## config.mk

```make
export PLATFORM = sky130hd
export DESIGN_NAME = instruction_fetch_pipeline_flat
export DESIGN_NICKNAME = d
export VERILOG_FILES = /design/src/rtl/mips20_pkg.sv /design/src/rtl/instruction_fetch_pipeline_if.sv /design/src/rtl/instruction_fetch_pipeline_fetch_next_pc.sv /design/src/rtl/instruction_fetch_pipeline.sv /design/src/flat_wrapper.sv
export SDC_FILE = /design/constraint.sdc
export NUM_CORES = 1
export LEC_CHECK = 0
export CAP_MARGIN = 20
export CORE_MARGIN = 2
export CORE_UTILIZATION = 48
export CTS_CLUSTER_SIZE = 40
export DETAILED_ROUTE_END_ITERATION = 6
export PLACE_DENSITY = 0.82
export SLEW_MARGIN = 5
export SYNTH_ARGS = -nofsm -noshare
export SYNTH_HDL_FRONTEND = slang
export SYNTH_SLANG_ARGS = --single-unit
```

## constraint.sdc

```tcl
create_clock -name clk -period 3.58 [get_ports clk]
set_clock_uncertainty 0.05 [all_clocks]
set_input_delay 0.716 -clock clk [delete_from_list [all_inputs] [get_ports clk]]
set_output_delay 0.716 -clock clk [all_outputs]
set_load 0.005 [all_outputs]
```

## src/rtl/mips20_pkg.sv

```systemverilog
// Shared MIPS-20 definitions: opcode map, instruction field positions,
// the NOP word and the fetch FSM state encoding.
package mips20_pkg;

   localparam int OPC_HI = 19;
   localparam int OPC_LO = 16;
   localparam int TGT_HI = 15;
   localparam int TGT_LO = 0;

   typedef enum logic [3:0] {
      OP_RTYPE = 4'd0,
      OP_ADDI  = 4'd1,
      OP_ANDI  = 4'd2,
      OP_STW   = 4'd3,
      OP_LW    = 4'd4,
      OP_SW    = 4'd5,
      OP_BEQ   = 4'd6,
      OP_JUMP  = 4'd7,
      OP_JMEM  = 4'd8
   } opcode_t;

   localparam logic [19:0] NOP_WORD = 20'h00000;

   typedef enum logic {
      ST_RUN  = 1'b0,
      ST_HALT = 1'b1
   } fetch_state_t;

   function automatic logic [3:0] opcode_of(input logic [19:0] word);
      return word[OPC_HI:OPC_LO];
   endfunction

   function automatic logic [15:0] jump_target_of(input logic [19:0] word);
      return word[TGT_HI:TGT_LO];
   endfunction

endpackage

```

## src/rtl/instruction_fetch_pipeline_if.sv

```systemverilog
// Fetch-stage bus: control from ID/EX, the instruction memory port and the IF/ID register view.
interface instruction_fetch_pipeline_if #(
   parameter int ADDR_W  = 20,
   parameter int INSTR_W = 20
);
   logic               stall_i;
   logic               redirect_i;
   logic [ADDR_W-1:0]  redirect_pc_i;
   logic [ADDR_W-1:0]  imem_addr_o;
   logic [INSTR_W-1:0] imem_instr_i;
   logic [INSTR_W-1:0] if_id_instr_o;
   logic [ADDR_W-1:0]  if_id_pc_o;
   logic [ADDR_W-1:0]  if_id_pc1_o;
   logic               if_id_valid_o;
   logic               halted_o;
   logic [15:0]        fetch_count_o;

   modport master (
      input  stall_i, redirect_i, redirect_pc_i, imem_instr_i,
      output imem_addr_o, if_id_instr_o, if_id_pc_o, if_id_pc1_o,
             if_id_valid_o, halted_o, fetch_count_o
   );

   modport slave (
      output stall_i, redirect_i, redirect_pc_i, imem_instr_i,
      input  imem_addr_o, if_id_instr_o, if_id_pc_o, if_id_pc1_o,
             if_id_valid_o, halted_o, fetch_count_o
   );
endinterface

```

## src/rtl/instruction_fetch_pipeline_fetch_next_pc.sv

```systemverilog
// Next-PC priority mux: redirect > halt/out-of-range hold > stall hold > early jump > PC+1.
module fetch_next_pc
   import mips20_pkg::*;
#(
   parameter int ADDR_W     = 20,
   parameter int INSTR_W    = 20,
   parameter int IMEM_DEPTH = 13
) (
   input  logic               halted,
   input  logic [ADDR_W-1:0]  pc,
   input  logic [INSTR_W-1:0] instr,
   input  logic               stall,
   input  logic               redirect,
   input  logic [ADDR_W-1:0]  redirect_pc,
   output logic [ADDR_W-1:0]  next_pc,
   output logic [ADDR_W-1:0]  pc_plus1,
   output logic               in_range,
   output logic               is_jump
);

   always_comb begin
      pc_plus1 = pc + ADDR_W'(1);
      in_range = (pc < ADDR_W'(IMEM_DEPTH));
      is_jump  = (instr[OPC_HI:OPC_LO] == OP_JUMP);
      next_pc  = pc_plus1;
      if (redirect)
         next_pc = redirect_pc;
      else if (halted || !in_range || stall)
         next_pc = pc;
      else if (is_jump)
         next_pc = ADDR_W'(instr[TGT_HI:TGT_LO]);
   end

endmodule

```

## src/rtl/instruction_fetch_pipeline.sv

```systemverilog
// Fetch stage: owns the PC, drives the combinational imem address and loads the IF/ID register.
//  state   | meaning
//  ST_RUN  | fetching; PC advances, jumps or holds on stall
//  ST_HALT | PC ran past populated memory; wait for redirect
module instruction_fetch_pipeline
   import mips20_pkg::*;
#(
   parameter int                 ADDR_W      = 20,
   parameter int                 INSTR_W     = 20,
   parameter logic [ADDR_W-1:0]  RESET_PC    = 20'd0,
   parameter int                 IMEM_DEPTH  = 13,
   parameter logic [INSTR_W-1:0] NOP_INSTR   = NOP_WORD,
   parameter logic [15:0]        COUNT_RESET = 16'h0000
) (
   input  logic                        clk,
   input  logic                        rst,
   instruction_fetch_pipeline_if.master bus
);

   fetch_state_t       state;
   logic [ADDR_W-1:0]  pc;
   logic [ADDR_W-1:0]  next_pc;
   logic [ADDR_W-1:0]  pc_plus1;
   logic               in_range;
   logic               is_jump;
   logic [INSTR_W-1:0] if_id_instr;
   logic [ADDR_W-1:0]  if_id_pc;
   logic [ADDR_W-1:0]  if_id_pc1;
   logic               if_id_valid;
   logic [15:0]        fetch_count;

   fetch_next_pc #(
      .ADDR_W     (ADDR_W),
      .INSTR_W    (INSTR_W),
      .IMEM_DEPTH (IMEM_DEPTH)
   ) u_next_pc (
      .halted      (state == ST_HALT),
      .pc          (pc),
      .instr       (bus.imem_instr_i),
      .stall       (bus.stall_i),
      .redirect    (bus.redirect_i),
      .redirect_pc (bus.redirect_pc_i),
      .next_pc     (next_pc),
      .pc_plus1    (pc_plus1),
      .in_range    (in_range),
      .is_jump     (is_jump)
   );

   always_ff @(posedge clk) begin
      if (rst) begin
         state       <= ST_RUN;
         pc          <= RESET_PC;
         if_id_instr <= NOP_INSTR;
         if_id_pc    <= '0;
         if_id_pc1   <= '0;
         if_id_valid <= 1'b0;
         fetch_count <= COUNT_RESET;
      end else begin
         pc <= next_pc;
         if (bus.redirect_i) begin
            state       <= ST_RUN;
            if_id_instr <= NOP_INSTR;
            if_id_valid <= 1'b0;
         end else if (state == ST_HALT) begin
            if_id_instr <= NOP_INSTR;
            if_id_valid <= 1'b0;
         end else if (!in_range) begin
            // memory word past the populated range is garbage; never let it reach decode
            state       <= ST_HALT;
            if_id_instr <= NOP_INSTR;
            if_id_valid <= 1'b0;
         end else if (!bus.stall_i) begin
            // a jump word still goes to decode, which treats it as a NOP
            if_id_instr <= bus.imem_instr_i;
            if_id_pc    <= pc;
            if_id_pc1   <= pc_plus1;
            if_id_valid <= 1'b1;
            if (fetch_count != 16'hFFFF)
               fetch_count <= fetch_count + 16'd1;
         end
      end
   end

   assign bus.imem_addr_o   = pc;
   assign bus.if_id_instr_o = if_id_instr;
   assign bus.if_id_pc_o    = if_id_pc;
   assign bus.if_id_pc1_o   = if_id_pc1;
   assign bus.if_id_valid_o = if_id_valid;
   assign bus.halted_o      = (state == ST_HALT);
   assign bus.fetch_count_o = fetch_count;

   logic unused_jump;
   assign unused_jump = is_jump;

endmodule
```

## src/flat_wrapper.sv

```systemverilog
// flat-port wrapper written by rule: the top's interface ports become plain ports
module instruction_fetch_pipeline_flat import mips20_pkg::*;
#(
   parameter int                 ADDR_W      = 20,
   parameter int                 INSTR_W     = 20,
   parameter logic [ADDR_W-1:0]  RESET_PC    = 20'd0,
   parameter int                 IMEM_DEPTH  = 13,
   parameter logic [INSTR_W-1:0] NOP_INSTR   = NOP_WORD,
   parameter logic [15:0]        COUNT_RESET = 16'h0000
)
  (clk, rst, bus_stall_i, bus_redirect_i, bus_redirect_pc_i, bus_imem_instr_i, bus_imem_addr_o, bus_if_id_instr_o, bus_if_id_pc_o, bus_if_id_pc1_o, bus_if_id_valid_o, bus_halted_o, bus_fetch_count_o);
  instruction_fetch_pipeline_if #(.ADDR_W(ADDR_W), .INSTR_W(INSTR_W)) bus_i ();
  input  logic clk;
  input  logic rst;
  input wire logic [$bits(bus_i.stall_i)-1:0] bus_stall_i;
  input wire logic [$bits(bus_i.redirect_i)-1:0] bus_redirect_i;
  input wire logic [$bits(bus_i.redirect_pc_i)-1:0] bus_redirect_pc_i;
  input wire logic [$bits(bus_i.imem_instr_i)-1:0] bus_imem_instr_i;
  output wire logic [$bits(bus_i.imem_addr_o)-1:0] bus_imem_addr_o;
  output wire logic [$bits(bus_i.if_id_instr_o)-1:0] bus_if_id_instr_o;
  output wire logic [$bits(bus_i.if_id_pc_o)-1:0] bus_if_id_pc_o;
  output wire logic [$bits(bus_i.if_id_pc1_o)-1:0] bus_if_id_pc1_o;
  output wire logic [$bits(bus_i.if_id_valid_o)-1:0] bus_if_id_valid_o;
  output wire logic [$bits(bus_i.halted_o)-1:0] bus_halted_o;
  output wire logic [$bits(bus_i.fetch_count_o)-1:0] bus_fetch_count_o;
  assign bus_i.stall_i = bus_stall_i;
  assign bus_i.redirect_i = bus_redirect_i;
  assign bus_i.redirect_pc_i = bus_redirect_pc_i;
  assign bus_i.imem_instr_i = bus_imem_instr_i;
  assign bus_imem_addr_o = bus_i.imem_addr_o;
  assign bus_if_id_instr_o = bus_i.if_id_instr_o;
  assign bus_if_id_pc_o = bus_i.if_id_pc_o;
  assign bus_if_id_pc1_o = bus_i.if_id_pc1_o;
  assign bus_if_id_valid_o = bus_i.if_id_valid_o;
  assign bus_halted_o = bus_i.halted_o;
  assign bus_fetch_count_o = bus_i.fetch_count_o;
  instruction_fetch_pipeline #(.ADDR_W(ADDR_W), .INSTR_W(INSTR_W), .RESET_PC(RESET_PC), .IMEM_DEPTH(IMEM_DEPTH), .NOP_INSTR(NOP_INSTR), .COUNT_RESET(COUNT_RESET)) u_core (.clk(clk), .rst(rst), .bus(bus_i));
endmodule
```

==> flow_metrics.env, run 1 <==
export IMPL_result_of_the_run="finished, final reports clean"
export IMPL_asyncSetResetFlopFracSynth=0
export IMPL_count_of_final_hold_check_violations=0
export IMPL_synth_warning_count=0
export IMPL_drt_iter0_markers=187
export IMPL_post_route_cells_drive_above_1_share=0.0546
export IMPL_die_w_um=94.9
export IMPL_antenna_cells_inserted=0
export IMPL_row_count=33
export IMPL_yosys_area_share_xor_xnor=0.0177
export IMPL_tightest_slew_ns=0.888
export IMPL_cellPowerDensity_nw_per_um2=365
export IMPL_critPathMaxFanout=67
export IMPL_post_place_cells=657
export IMPL_post_drt_via_cell_ratio=5.50
export IMPL_synth_area_in_compound_gates=0.134
export IMPL_post_synth_fa_ha_maj_area_fraction=0.00947
export IMPL_floorplan_core_area_um2=8090
export IMPL_final_core_utilization=0.696
export IMPL_clock_sink_count=98
export IMPL_drv_max_cap_violation_count=0
export IMPL_synth_avg_cell_area_um2=9.07
export IMPL_synth_seq_area_share=0.495
export IMPL_cts_setup_buffers=0
export IMPL_grt_overflow_total=0
export IMPL_main_combinational_cell_family_by_area_after_synthesis="simple AND/OR/NAND/NOR gates"
export IMPL_dr_wl_met3_um=628
export IMPL_antenna_found_initial=0
export IMPL_die_area_um2=9000
export IMPL_post_route_worst_setup_slack_ns=1.06
export IMPL_fin_setup_tns_ns=0
export IMPL_timing_final_crit_period_ns=2.52
export IMPL_hpwl_um=7640
export IMPL_maxUsedRoutingLayer="met4"
export IMPL_ys_seq_elements=98
export IMPL_clk_latency_ns=0.34
export IMPL_via_count_of_the_first_global_routing_pass=3396
export IMPL_endpoint_kind="flip-flop"
export IMPL_wl_met2_um=5190
export IMPL_grt_start_max_net_pins=68
export IMPL_synth_cells=437
export IMPL_floorplan_die_height_um=94.9
export IMPL_area_grow_syn2layout_pct=42.0
export IMPL_wl_met1_um=4810
export IMPL_via_count=3704
export IMPL_ctsHoldBuffers=0
export IMPL_totalPowerFinal_mw=2.06
export IMPL_worst_setup_hold_path_clk_slew_ns=0.09
export IMPL_max_clock_path_buffers=2
export IMPL_drt_total_wl_um=10800
export IMPL_synth_area_mux_share=0.0707
export IMPL_yosys_cell_types_count=48
export IMPL_static_leakage_nw=2.14
export IMPL_vdd_drop_max_v=0.000248
export IMPL_finished_layout_cells=673
export IMPL_min_delay_path_class="reg -> reg"
export IMPL_fmax_ghz=0.396
export IMPL_cts_root_buf="clkbuf_8"
export IMPL_htree_num_levels=3
export IMPL_slew_violations=0
export IMPL_initial_core_util=0.490
export IMPL_grt_setup_unrepaired="no"
export IMPL_globalRouteTotalUtil=0.238
export IMPL_nNetsFinal=610
export IMPL_main_flop_type_after_synthesis="dfxtp_1"
export IMPL_post_drt_wl_per_cell_um=16.1
export IMPL_detailedPlace_worstSlack_ns=0.718
export IMPL_syn_num_nets=484
export IMPL_cts_tree="done"
export IMPL_post_syn_area_um2=3960
export IMPL_post_drt_antenna_nets=0
export IMPL_post_synth_and_or_nand_nor_area_fraction=0.231
export IMPL_worst_ep_required_time_ns=3.81
export IMPL_final_setup_viol_count=0
export IMPL_cts_repair_resize_count=0
export IMPL_grt_pass1_wl_um=16900
export IMPL_ioPinCount=142
export IMPL_max_slew_margin=0.401
export IMPL_synth_edff_count=0
export IMPL_worst_endpoint_arrival_ns=2.75
export IMPL_cts_inserted_buffers=9
export IMPL_post_route_drc_count=0
export IMPL_startpoint_type="primary input"
export IMPL_dr_pass1_iters=5
export IMPL_gp_routability_congestion=0.807
export IMPL_period_share=0.705
export IMPL_n_fill_cell=646
export IMPL_critical_path_class="in -> reg"
export IMPL_port_buffer_count=141
==> logic make-up (layout without fill, tap and decap cells) <==
family / after synthesis / in the layout
buf+inv: 42 / 173
flops: 98 / 98
mux: 28 / 28
simple gates: 177 / 177
xor+xnor: 8 / 8
fa+ha+maj: 3 / 3
compound gates: 81 / 81
==> critical path, stage by stage <==
cell and delay (ns):
clkdlybuf4s50_1 0.42, nor2_1 0.14, nand3_1 0.12, or3_4 0.61, or4_1 0.58, a21oi_1 0.14
==> path summary, 6_finish.rpt <==
path	startpoint	endpoint	slack, ns	depth (start not counted)
worst max register to register	u_core.bus.imem_addr_o[14]	u_core.bus.fetch_count_o[11]	1.17	5
worst max-delay path	bus_stall_i	u_core.bus.fetch_count_o[11]	1.06	6
worst min register to register	u_core.bus.if_id_pc1_o[2]	u_core.bus.if_id_pc1_o[2]	0.40	2
worst min-delay path	u_core.bus.if_id_pc1_o[2]	u_core.bus.if_id_pc1_o[2]	0.40	2
==> placed cells by master, fill, tap and decap left out, types with 3 or more instances in the layout <==
cell	instances
clkbuf_8	10
nor2_1	46
or4_1	4
nand2_1	31
and3_1	33
a211oi_1	4
nor3_1	14
a21oi_1	31
inv_1	10
ha_1	3
clkdlybuf4s50_1	141
o21ai_0	14
a211o_1	5
dfxtp_1	98
xor2_1	3
buf_4	6
xnor2_1	5
a22oi_1	4
nand3_1	9
mux2i_1	28
nor4_1	5
or3_1	8
nand4_1	17
o31ai_1	4
==> registers in the layout, indices dropped and copies added (netlist names) <==
name / count
u_core.bus.if_id_instr_o: 20
u_core.bus.fetch_count_o: 16
u_core.bus.if_id_pc_o: 20
u_core.bus.imem_addr_o: 20
u_core.bus.halted_o: 1
u_core.bus.if_id_valid_o: 1
u_core.bus.if_id_pc1_o: 20
==> Yosys cell counts, drive strengths merged (7+ instances only) <==
master | instances | area share
and3 | 33 | 0.052
dfxtp | 98 | 0.49
nor2 | 46 | 0.044
mux2i | 28 | 0.071
o21ai | 15 | 0.019
nor3 | 15 | 0.019
nand2 | 32 | 0.031
nand4 | 17 | 0.027
clkbuf | 30 | 0.028
nand3 | 9 | 0.011
or3 | 9 | 0.015
nor4 | 7 | 0.014
inv | 10 | 0.0095
a21oi | 31 | 0.039
==> power breakdown <==
group          leakage (nW)  switching (mW)  internal (mW)
combinational          1.25          0.0947          0.113
sequential            0.794          0.0242           1.11
clock                 0.103           0.374          0.344
==> per-stage QoR <==
stage	instance area, um^2	hold WS (ns)
after CTS	5630	0.404
after detailed placement	5430	0.390
after floorplan	3960	0.397
after global placement	5430	0.389
final	5630	0.404
after global routing	5630	0.425
==> layer usage <==
layer | vias to the layer above | GRT usage
li1 | 1830 | -
met1 | 1746 | 0.323
met2 | 114 | 0.365
met3 | 14 | 0.0575
met4 | 0 | 0.0954
met5 | - | 0
==> area by class of cell <==
class	instances	area (um^2)	share of cell area
multi-input cells	297	1840	0.327
flip-flops and latches	98	1960	0.348
clock inverters	6	65.1	0.0116
repair buffers	147	1460	0.259
well taps	105	131	0.0233
inverters	10	37.5	0.00667
clock buffers	10	138	0.0244
Power figures use the tool's default switching activity.
==> run 2: changes to the inputs <==
Settings changed: CORE_UTILIZATION 48 to 45, PLACE_DENSITY 0.82 to 0.77.
Clock period 3.58 ns to 2.44 ns, I/O delays scaled along.
==> run 2 against run 1 <==
Effect of this change: core utilization fell by 2.7 points; die area rose by 6.4%; sequential power rose by 47%; via count rose by 3.5%; worst setup slack got worse by 0.78 ns; cell area rose by 2.6%; clock power rose by 43%; global-route usage fell by 0.99 points; cell count rose by 2.7%; critical path depth did not move; wire length rose by 4.8%; sequential cell count did not move; critical path type is now reg -> reg; critical endpoint is now u_core.bus.fetch_count_o[4]; largest cell class unchanged; largest power group unchanged; highest routed layer unchanged.
==> flow_metrics.env, run 2 (same netlist as run 1, synthesis figures left out) <==
export IMPL_result_of_the_run="finished, final reports clean"
export IMPL_clock_sink_count=98
export IMPL_endpoint_kind="flip-flop"
export IMPL_fin_area_um2=5780
export IMPL_post_drt_wl_per_cell_um=16.4
export IMPL_floorplan_core_area_um2=8640
export IMPL_post_drt_antenna_nets=0
export IMPL_cts_setup_buffers=0
export IMPL_area_grow_syn2layout_pct=45.7
export IMPL_r2r_start="u_core.bus.imem_addr_o[14]"
export IMPL_ioPinCount=142
export IMPL_grt_setup_unrepaired="no"
export IMPL_drv_max_cap_violation_count=0
export IMPL_grt_overflow_total=0
export IMPL_post_route_drc_count=0
export IMPL_hold_path_startpoint="u_core.bus.if_id_pc_o[3]"
export IMPL_fmax_ghz=0.463
export IMPL_cts_tree="done"
export IMPL_die_area_um2=9580
export IMPL_min_delay_path_class="reg -> reg"
export IMPL_mostFrequentLayoutCells="141 x clkdlybuf4s50_1, 98 x dfxtp_1, 46 x nor2_1"
export IMPL_post_route_cells_drive_above_1_share=0.0789
export IMPL_period_share=0.886
export IMPL_via_count=3834
export IMPL_count_of_final_hold_check_violations=0
export IMPL_max_clock_path_buffers=2
export IMPL_ctsHoldBuffers=0
export IMPL_worst_endpoint_arrival_ns=2.41
export IMPL_post_place_cells=675
export IMPL_globalRouteTotalUtil=0.228
export IMPL_timing_final_crit_period_ns=2.16
export IMPL_cts_root_buf="clkbuf_8"
export IMPL_startpoint_type="flip-flop"
export IMPL_max_slew_margin=0.601
export IMPL_finished_layout_cells=691
export IMPL_drt_iter0_markers=159
export IMPL_rrSetupSlack_ns=0.28
export IMPL_vdd_drop_max_v=0.000329
export IMPL_internal_power_contribution_mw=2.22
export IMPL_antenna_cells_inserted=0
export IMPL_gp_routability_congestion=0.855
export IMPL_dr_pass1_iters=6
export IMPL_final_core_utilization=0.669
export IMPL_worst_ep_required_time_ns=2.69
export IMPL_hpwl_um=8150
export IMPL_port_buffer_count=141
export IMPL_static_leakage_nw=2.23
export IMPL_via_count_of_the_first_global_routing_pass=3593
export IMPL_pwr_share_comb=0.110
export IMPL_hold_depth=2
export IMPL_cts_inserted_buffers=9
export IMPL_cellPowerDensity_nw_per_um2=522
export IMPL_antenna_found_initial=0
export IMPL_drt_total_wl_um=11400
export IMPL_critPathMaxFanout=15
export IMPL_row_count=34
export IMPL_layout_cells_most_common="clkdlybuf4s50_1"
export IMPL_floorplan_die_height_um=97.9
export IMPL_post_drt_via_cell_ratio=5.55
export IMPL_worst_setup_hold_path_clk_slew_ns=0.10
export IMPL_grt_start_max_net_pins=42
export IMPL_share_clk_of_total_power=0.341
export IMPL_seqPwrFrac=0.549
export IMPL_initial_core_util=0.459
export IMPL_die_w_um=97.9
export IMPL_grt_pass1_wl_um=18000
export IMPL_nNetsFinal=625
export IMPL_switchingPower_uw=789
export IMPL_hold_path_endpoint="u_core.bus.if_id_pc_o[3]"
export IMPL_critical_path_class="reg -> reg"
export IMPL_tightest_slew_ns=0.596
export IMPL_cell_count_of_the_worst_reg_to_reg_path=6
export IMPL_htree_num_levels=3
export IMPL_switching_share=0.262
export IMPL_slew_violations=0
export IMPL_clk_latency_ns=0.36
export IMPL_final_setup_viol_count=0
export IMPL_post_dp_cell_area_um2=5570
export IMPL_r2r_end="u_core.bus.fetch_count_o[4]"
-- run 2: cell types whose count changed in the layout (fill, tap and decap cells not counted) --
cell,delta
o41ai_4,+1
inv_6,-1
bufinv_16,-1
clkinv_2,-2
buf_12,+2
clkinvlp_4,-1
clkinv_4,+3
inv_8,+2
o41ai_2,-1
buf_4,+13
-- run 2: routing by layer --
layer | global-route usage | routed length, um
met5 | 0 | 0
met1 | 0.292 | 4860
met2 | 0.369 | 5420
met3 | 0.0730 | 920
met4 | 0.0694 | 169
-- run 2: critical path, stage by stage (launching register included) --
cell and delay [ns]:
dfxtp_1 0.37, nor4_1 0.39, nand3_1 0.17, or3_4 0.42, buf_4 0.20, or3_1 0.34, a21oi_1 0.15
-- run 2: worst max-delay path by stage --
stage,slack (ns),start,end,depth (start not counted)
after detailed placement,-0.08,bus_stall_i,u_core.bus.imem_addr_o[8],5
final,0.28,u_core.bus.imem_addr_o[14],u_core.bus.fetch_count_o[4],6
after global placement,-0.001,bus_stall_i,u_core.bus.fetch_count_o[2],7
after floorplan,0.39,bus_stall_i,u_core.bus.fetch_count_o[13],7
after CTS,0.26,u_core.bus.imem_addr_o[14],u_core.bus.imem_addr_o[8],5
after global routing,0.12,u_core.bus.imem_addr_o[14],u_core.bus.fetch_count_o[6],6
-- run 2: stage by stage --
stage                      TNS, ns  setup slack, ns  hold slack [ns]  power, mW
after floorplan                  0            0.388            0.397       1.83
after global placement    -0.00161         -0.00141            0.391       2.01
after detailed placement    -0.312          -0.0763            0.407       2.02
after CTS                        0            0.262            0.422       3.02
after global routing             0            0.118            0.442       3.12
final                            0            0.279            0.418       3.01
-- run 2: layout make-up --
class | count | area, um^2
Clock buffer | 10 | 138
Clock inverter | 6 | 57.6
Fill cell | 706 | 2860
Inverter | 10 | 37.5
Multi-Input combinational cell | 297 | 1850
Sequential cell | 98 | 1960
Tap cell | 108 | 135
Timing Repair Buffer | 162 | 1590
-- run 2: what timing repair did --
item,CTS,global route
setup endpoints to repair,0,2
endpoints found under the hold margin,0,0
resized for setup,0,1
-- run 2: power groups by stage --
stage / registers (mW) / clock network (mW) / logic [mW]
floorplan: 1.69 / 0 / 0.142
global placement: 1.69 / 0 / 0.322
detailed placement: 1.69 / 0 / 0.325
CTS: 1.66 / 1.04 / 0.327
global route: 1.66 / 1.10 / 0.356
finish: 1.66 / 1.03 / 0.331
